File: src/rtl/alu_operand_bank.sv
// Operand/command register bank with an issue FSM driving the ALU over valid/ready.
// Optional watchdog enabled by defining ALU_OPERAND_BANK_TIMEOUT_EN.
module alu_operand_bank #(
   parameter int unsigned            DATA_WIDTH   = 8,
   parameter int unsigned            NUM_OPERANDS = 2,
   parameter int unsigned            OP_WIDTH     = 3,
   parameter logic [DATA_WIDTH-1:0]  RESET_VAL    = 8'hFF,
   parameter int unsigned            TIMEOUT_CYC  = 64,
   localparam int unsigned           ADDR_WIDTH   = $clog2(NUM_OPERANDS + 4)
) (
   input  logic                               clk,
   input  logic                               rst,
   input  logic                               enable,
   input  logic                               rd_wr,
   input  logic [ADDR_WIDTH-1:0]              addr,
   input  logic [DATA_WIDTH-1:0]              wr_data,
   output logic [DATA_WIDTH-1:0]              rd_data,
   output logic                               rd_valid,
   output logic                               alu_valid,
   input  logic                               alu_ready,
   output logic [NUM_OPERANDS*DATA_WIDTH-1:0] alu_opnds,
   output logic [OP_WIDTH-1:0]                alu_op,
   input  logic                               alu_res_valid,
   input  logic [DATA_WIDTH-1:0]              alu_result,
   output logic                               busy,
   output logic                               done_irq
);

   localparam logic [ADDR_WIDTH-1:0] A_OPER   = ADDR_WIDTH'(NUM_OPERANDS);
   localparam logic [ADDR_WIDTH-1:0] A_CTRL   = ADDR_WIDTH'(NUM_OPERANDS + 1);
   localparam logic [ADDR_WIDTH-1:0] A_STATUS = ADDR_WIDTH'(NUM_OPERANDS + 2);
   localparam logic [ADDR_WIDTH-1:0] A_RESULT = ADDR_WIDTH'(NUM_OPERANDS + 3);

   typedef enum logic [1:0] {S_IDLE, S_ISSUE, S_WAIT} state_t;

   state_t                            r_state, w_next;
   logic [DATA_WIDTH-1:0]             r_opnd [NUM_OPERANDS];
   logic [DATA_WIDTH-1:0]             r_oper;
   logic [DATA_WIDTH-1:0]             r_result;
   logic [NUM_OPERANDS*DATA_WIDTH-1:0] r_snap_opnds;
   logic [OP_WIDTH-1:0]               r_snap_op;
   logic                              r_done, r_wr_err, r_timeout;
   logic [DATA_WIDTH-1:0]             r_rd_data;
   logic                              r_rd_valid, r_done_irq;

   logic                  w_wr, w_rd, w_busy, w_go, w_wr_err, w_w1c;
   logic                  w_capture, w_tmo_hit, w_tmo_expire;
   logic [DATA_WIDTH-1:0] w_rd_mux;

   assign w_wr     = enable & ~rd_wr;
   assign w_rd     = enable & rd_wr;
   assign w_busy   = (r_state != S_IDLE);
   assign w_go     = w_wr & ~w_busy & (addr == A_CTRL) & wr_data[0];
   // OPND, OPER and CTRL occupy every address below STATUS
   assign w_wr_err = w_wr & w_busy & (addr < A_STATUS);
   assign w_w1c    = w_wr & (addr == A_STATUS);

`ifdef ALU_OPERAND_BANK_TIMEOUT_EN
   localparam int unsigned TMO_W = $clog2(TIMEOUT_CYC + 1);
   logic [TMO_W-1:0] r_tmo_cnt;

   always_ff @(posedge clk or posedge rst) begin
      if (rst)                   r_tmo_cnt <= '0;
      else if (r_state == S_IDLE) r_tmo_cnt <= '0;
      else                       r_tmo_cnt <= r_tmo_cnt + 1'b1;
   end

   assign w_tmo_expire = (r_tmo_cnt == TMO_W'(TIMEOUT_CYC - 1));
`else
   assign w_tmo_expire = 1'b0;
`endif

   always_ff @(posedge clk or posedge rst) begin
      if (rst) r_state <= S_IDLE;
      else     r_state <= w_next;
   end

   always_comb begin
      w_next    = r_state;
      w_capture = 1'b0;
      w_tmo_hit = 1'b0;
      case (r_state)
         S_IDLE: if (w_go) w_next = S_ISSUE;
         S_ISSUE: begin
            if (alu_ready && alu_res_valid) begin
               w_next    = S_IDLE;
               w_capture = 1'b1;
            end else if (w_tmo_expire) begin
               w_next    = S_IDLE;
               w_tmo_hit = 1'b1;
            end else if (alu_ready) begin
               w_next    = S_WAIT;
            end
         end
         S_WAIT: begin
            if (alu_res_valid) begin
               w_next    = S_IDLE;
               w_capture = 1'b1;
            end else if (w_tmo_expire) begin
               w_next    = S_IDLE;
               w_tmo_hit = 1'b1;
            end
         end
         default: w_next = S_IDLE;
      endcase
   end

   always_comb begin
      w_rd_mux = '0;
      for (int unsigned i = 0; i < NUM_OPERANDS; i++)
         if (addr == ADDR_WIDTH'(i)) w_rd_mux = r_opnd[i];
      if (addr == A_OPER)   w_rd_mux = r_oper;
      if (addr == A_CTRL)   w_rd_mux = DATA_WIDTH'(w_busy);
      if (addr == A_STATUS) w_rd_mux = DATA_WIDTH'({w_busy, r_timeout, r_wr_err, r_done});
      if (addr == A_RESULT) w_rd_mux = r_result;
   end

   always_ff @(posedge clk or posedge rst) begin
      if (rst) begin
         for (int unsigned i = 0; i < NUM_OPERANDS; i++) r_opnd[i] <= RESET_VAL;
         r_oper       <= RESET_VAL;
         r_result     <= '0;
         r_snap_opnds <= {NUM_OPERANDS{RESET_VAL}};
         r_snap_op    <= RESET_VAL[OP_WIDTH-1:0];
         r_done       <= 1'b0;
         r_wr_err     <= 1'b0;
         r_timeout    <= 1'b0;
         r_rd_data    <= '0;
         r_rd_valid   <= 1'b0;
         r_done_irq   <= 1'b0;
      end else begin
         if (w_wr && !w_busy) begin
            for (int unsigned i = 0; i < NUM_OPERANDS; i++)
               if (addr == ADDR_WIDTH'(i)) r_opnd[i] <= wr_data;
            if (addr == A_OPER) r_oper <= wr_data;
         end
         if (w_go) begin
            for (int unsigned i = 0; i < NUM_OPERANDS; i++)
               r_snap_opnds[i*DATA_WIDTH +: DATA_WIDTH] <= r_opnd[i];
            r_snap_op <= r_oper[OP_WIDTH-1:0];
         end
         if (w_capture) r_result <= alu_result;

         // Completion set takes priority over a same-cycle W1C
         if (w_capture || w_tmo_hit)       r_done <= 1'b1;
         else if (w_go)                    r_done <= 1'b0;
         else if (w_w1c && wr_data[0])     r_done <= 1'b0;

         if (w_wr_err)                     r_wr_err <= 1'b1;
         else if (w_w1c && wr_data[1])     r_wr_err <= 1'b0;

         if (w_tmo_hit)                    r_timeout <= 1'b1;
         else if (w_w1c && wr_data[2])     r_timeout <= 1'b0;

         if (w_rd) r_rd_data <= w_rd_mux;
         r_rd_valid <= w_rd;
         r_done_irq <= w_capture | w_tmo_hit;
      end
   end

   assign rd_data   = r_rd_data;
   assign rd_valid  = r_rd_valid;
   assign alu_valid = (r_state == S_ISSUE);
   assign alu_opnds = r_snap_opnds;
   assign alu_op    = r_snap_op;
   assign busy      = w_busy;
   assign done_irq  = r_done_irq;

endmodule
File: config.mk
export PLATFORM = sky130hd
export DESIGN_NAME = alu_operand_bank
export DESIGN_NICKNAME = d
export VERILOG_FILES = /design/src/rtl/alu_operand_bank.sv
export SDC_FILE = /design/constraint.sdc
export NUM_CORES = 1
export LEC_CHECK = 0
export ABC_AREA = 1
export CELL_PAD_IN_SITES_DETAIL_PLACEMENT = 0
export CELL_PAD_IN_SITES_GLOBAL_PLACEMENT = 1
export CORE_MARGIN = 3
export CORE_UTILIZATION = 39
export DETAILED_ROUTE_END_ITERATION = 12
export PLACE_DENSITY_LB_ADDON = 0.12
export SYNTH_ARGS = -nofsm -noshare
export SYNTH_HDL_FRONTEND = slang
export SYNTH_SLANG_ARGS = --single-unit
File: constraint.sdc
create_clock -name clk -period 2.6 [get_ports clk]
set_input_delay 0.52 -clock clk [delete_from_list [all_inputs] [get_ports clk]]
set_output_delay 0.52 -clock clk [all_outputs]
set_load 0.05 [all_outputs]
After elaboration in Yosys (flattened, before gate mapping) --
Index checks and enable logic that the tools add are counted.
Operators by class: magnitude comparators 1, eq/ne operators 10, multiplexer cells 19, bitwise logic cells 10, reductions and logical operators 14
Operators by type and width (number):
- two-way mux 8 bit | 6
- bitwise AND 1 bit | 8
- two-way mux 2 bit | 4
- two-way mux 1 bit | 7
- equality test 3 x 2 -> 1 bit, second input constant | 2
- equality test 3 bit, second input constant | 2
- case mux 2 bit (3 select lines) | 1
- AND reduction 2 bit | 3
- logical AND 1 bit | 4
- != test 2 bit, second input constant | 2
- nonzero test 2 bit | 2
- equality test 3 x 1 -> 1 bit, second input constant | 1
- logical NOT 3 bit | 1
- < comparator 3 bit, second input constant | 1
- != test 3 x 1 -> 1 bit, second input constant | 1
- AND reduction 3 bit | 1
- nonzero test 3 bit | 1
- equality test 2 x 1 -> 1 bit, second input constant | 1
- equality test 2 bit, second input constant | 1
- logical NOT 2 bit | 1
- inverter 1 bit | 2
- case mux 1 bit (2 select lines) | 1
- logical NOT 1 bit | 1
Word-level totals: register bits 65, input port bits 25, output and inout port bits 31

Logic depth before layout (Yosys ltp) --
depth in word-level cells 7, mapped depth 9

Worst setup path before layout --
No wires, ideal clock.
kind reg2reg, from reg r_state[1], to reg r_result[5], stages on the path, launching flop included 9, library setup time 0.126 ns, slack 0.853 ns, arrival time 1.621 ns, required time 2.474 ns, period minus slack after synthesis 1.747 ns, buffers on the path 1, path through dfrtp_1 -> inv_1 -> ha_1 -> nand2_1 -> nand2_1 -> nand3_1 -> inv_1 -> buf_2 -> o21ai_0
Between the ends: word-level cells in the longest chain between the ends 2, elaborated cells between the ends (all ways) 3, those cells by class eq/ne (2); mux (1)
RTL lines:
- start, declared | line 36 | state_t r_state, w_next;
- start signal, assigned | line 75 | else r_state <= w_next;
- equality test 2 x 1 -> 1 bit
- via alu_valid | line 19 | output logic alu_valid,
- case mux 1 bit (2 select lines) | line 82 | case (r_state)
- via w_capture | line 47 | logic w_capture, w_tmo_hit, w_tmo_expire;
- end signal, assigned | line 142 | if (w_capture) r_result <= alu_result;
- end, declared | line 39 | logic [DATA_WIDTH-1:0] r_result;
The timed path passes the listed nets, and every way through them passes these cells. A chain may end at the register's enable or synchronous reset.

Worst setup path after layout --
from reg r_state[0], to out busy
Between the ends: word-level cells in the longest chain between the ends 1
RTL lines:
- nonzero test 2 bit | line 52 | assign w_busy = (r_state != S_IDLE);
- end, declared | line 25 | output logic busy,
No other way between the ends.

==> impl_metrics.tcl <==
set metrics [dict create \
    setup-tns-final_ns 0 \
    startpoint "r_state[0]" \
    drv_slew 0 \
    min_path_type "primary input to async pin" \
    cts_hold_buffers 0 \
    final.fill_count 730 \
    p_total_mw 4.05 \
    max_slew.worst_pin.slew_ns 0.504 \
    cp_num_buf_inv 3 \
    port_buffers 55 \
    powerDensity_nw_per_um2 1050 \
    syn_avg_cell_area_um2 8.68 \
    drt-pass1-iter-count 4 \
    clock-sinks 65 \
    drv_cap 0 \
    synthTopCellsByArea "dfstp_2 37%, dfrtp_1 18%, nand2_1 13%" \
    crit_path_max_fanout 4 \
    slowest_stage "clkdlybuf4s50_1" \
    place_inst 500 \
    die_x_um 94.5 \
    routedWlPerCell_um 12.6 \
    fmax_mhz 405 \
    wl_met3_um 282 \
    fp.dieArea_um2 8930 \
    ios 56 \
    fin_crit_sh 0.950 \
    yosysWarnings 0 \
    htreeDepth 3 \
    num_antenna_cells 0 \
    root_buffer "clkbuf_8" \
    crit_required_ns 2.08 \
    start_util 0.412 \
    syn_nets 381 \
    status "finished clean" \
    grt_max_degree 27 \
    synth_top_area_share 0.370 \
    path_clk_slew_ns 0.07 \
    r2r_start "r_state[0]" \
    top_layer "met4" \
    synth_area_um2 3050 \
    drc 0 \
    finClkSkew_ns 0.00794 \
    cp_cell_sequence "inv_1 > ha_1 > inv_2 > clkdlybuf4s50_1" \
    antenna_found_initial 0 \
    min_period_ns 2.47 \
    vias_per_cell 4.58 \
    crit_family "buffers and inverters" \
    endpoint_kind "primary output" \
    ir_worst_vdd_mv 0.571 \
    critPathLaunchType "flop" \
    post_cts_buffers 0 \
    cts_buffer_depth 2 \
    numCtsBuffers 9 \
    grt_pass1_wl_um 11200 \
    gp_congestion 0.853 \
    finalHoldViolCount 0 \
    ctsResizeCount 0 \
    detail-route-antenna-nets 0 \
    slew_headroom 0.663 \
    ys_types 27 \
    drtIter0Drc 75 \
    finalNonFillerCells 516 \
    crit_type "flop to primary output" \
    ys_seq_area_frac 0.550 \
    clock_latency_ns 0.33 \
    vias 2364 \
    leakage_nw 1.72 \
    wl_met2_um 3090 \
    nets 441 \
    grt_overflow 0 \
    slowest_delay_ns 0.81 \
    syn-instance-count 352 \
    dp_hpwl_um 4870 \
    area_growth_pct 26.5 \
    setup_viol 0 \
    regArea_um2 1680 \
    finalWirelength_um 6490 \
    grtUsageTotal 0.164 \
    coreArea_um2 7410 \
    rows 31 \
    multiInputGateArea_um2 1090 \
    worstPathArrival_ns 1.95 \
    cts_tree "built" \
    yosys.area.top_type "dfstp_2" \
    drt-met1-wl_um 3090 \
    synth_seq_cells 65 \
    rsz0062_at_grt "false" \
    first_global_vias 2345 \
    die_h_um 94.5 \
    drive_gt1_frac 0.213 \
]
[per-layer routing]
layer / vias up / GRT usage
met5: - / 0
met4: 0 / 0.0469
met3: 2 / 0.0470
met2: 49 / 0.256
met1: 1093 / 0.224
li1: 1220 / -
[cells in the mapped netlist]
master / number
inv_1: 43
dfstp_2: 43
a21oi_2: 5
inv_2: 4
dfrtp_1: 22
o31ai_1: 1
nand3_2: 1
nor2_4: 3
o21ai_0: 30
nand2_2: 5
nor2_2: 3
nand2_1: 104
o22ai_1: 1
buf_6: 5
buf_2: 3
buf_4: 2
nand4_1: 4
buf_12: 1
o21ai_2: 3
nand2_4: 1
o21ai_1: 14
clkbuf_1: 1
ha_1: 4
a21oi_1: 1
nor2_1: 29
and2_4: 1
nand3_1: 18
[placed cells by master, fill, tap and decap left out, drive strengths merged]
cell           netlist  routed
inv                 47      47
dfstp               43      43
clkinv               0       2
a21oi                6       6
nand3               19      19
clkbuf               1      13
dfrtp               22      22
nor2                35      35
and2                 1       1
nand4                4       4
o21ai               47      47
ha                   4       4
buf                 11       6
o31ai                1       1
o22ai                1       1
clkdlybuf4s50        0      55
nand2              110     110
bufinv               0       1
[report_power, final]
group / switching [mW] / internal (mW) / total, mW
clock network: 0.366 / 0.467 / 0.833
registers: 0.234 / 1.57 / 1.80
logic: 0.904 / 0.507 / 1.41
total: 1.50 / 2.54 / 4.05
[kinds of logic (layout without fill, tap and decap cells)]
group / count (synthesis) / in the layout / synth area share
AO/OA/AOI/OAI: 55 / 55 / 0.101
adder cells (fa/ha/maj): 4 / 4 / 0.0164
AND/OR/NAND/NOR: 169 / 169 / 0.238
flip-flops: 65 / 65 / 0.550
buffers and inverters: 59 / 124 / 0.0938
[cell type report]
| cell class | count | share of cell area |
|---|---|---|
| inverter | 47 | 0.0456 |
| multi-input combinational | 228 | 0.281 |
| sequential | 65 | 0.435 |
| tap | 99 | 0.0320 |
| clock buffer | 13 | 0.0385 |
| clock inverter | 3 | 0.0104 |
| timing repair buffer | 61 | 0.157 |
[worst paths after layout]
kind | end | slack (ns) | depth (start not counted)
min | rd_data[7] | 0.47 | 2
min reg2reg | alu_opnds[15] | 0.47 | 2
max | busy | 0.13 | 4
min in group clk | alu_opnds[15] | 0.47 | 2
max in group asynchronous | r_oper[4] | 1.43 | 3
max reg2reg | alu_op[2] | 0.99 | 7
[metrics by stage]
stage,setup WS (ns),util,area (µm²),hold WS (ns)
floorplan,0.525,-,3050,0.449
global placement,0.504,0.496,3680,0.461
detailed placement,0.465,0.496,3680,0.465
CTS,0.0985,0.522,3860,0.464
global route,0.00135,0.522,3860,0.488
finish,0.129,0.522,3860,0.470
[state kept, by name, summed over array words and instances, names as in the netlist, 2 cells and up]
| name | count |
|---|---|
| rd_data | 8 |
| r_opnd | 16 |
| alu_op | 3 |
| r_oper | 8 |
| r_result | 8 |
| r_state | 2 |
| alu_opnds | 16 |
[worst register-to-register path, delay by kind of cell, from the launching register on]
| family | cells | cell delay (ns) |
|---|---|---|
| AOI/OAI and AO/OA | 1 | 0.19 |
| adders and majority gates | 1 | 0.23 |
| buffers and inverters | 3 | 0.41 |
| DFF | 1 | 0.39 |
| and+or+nand+nor | 2 | 0.31 |
Power figures use the tool's default switching activity.
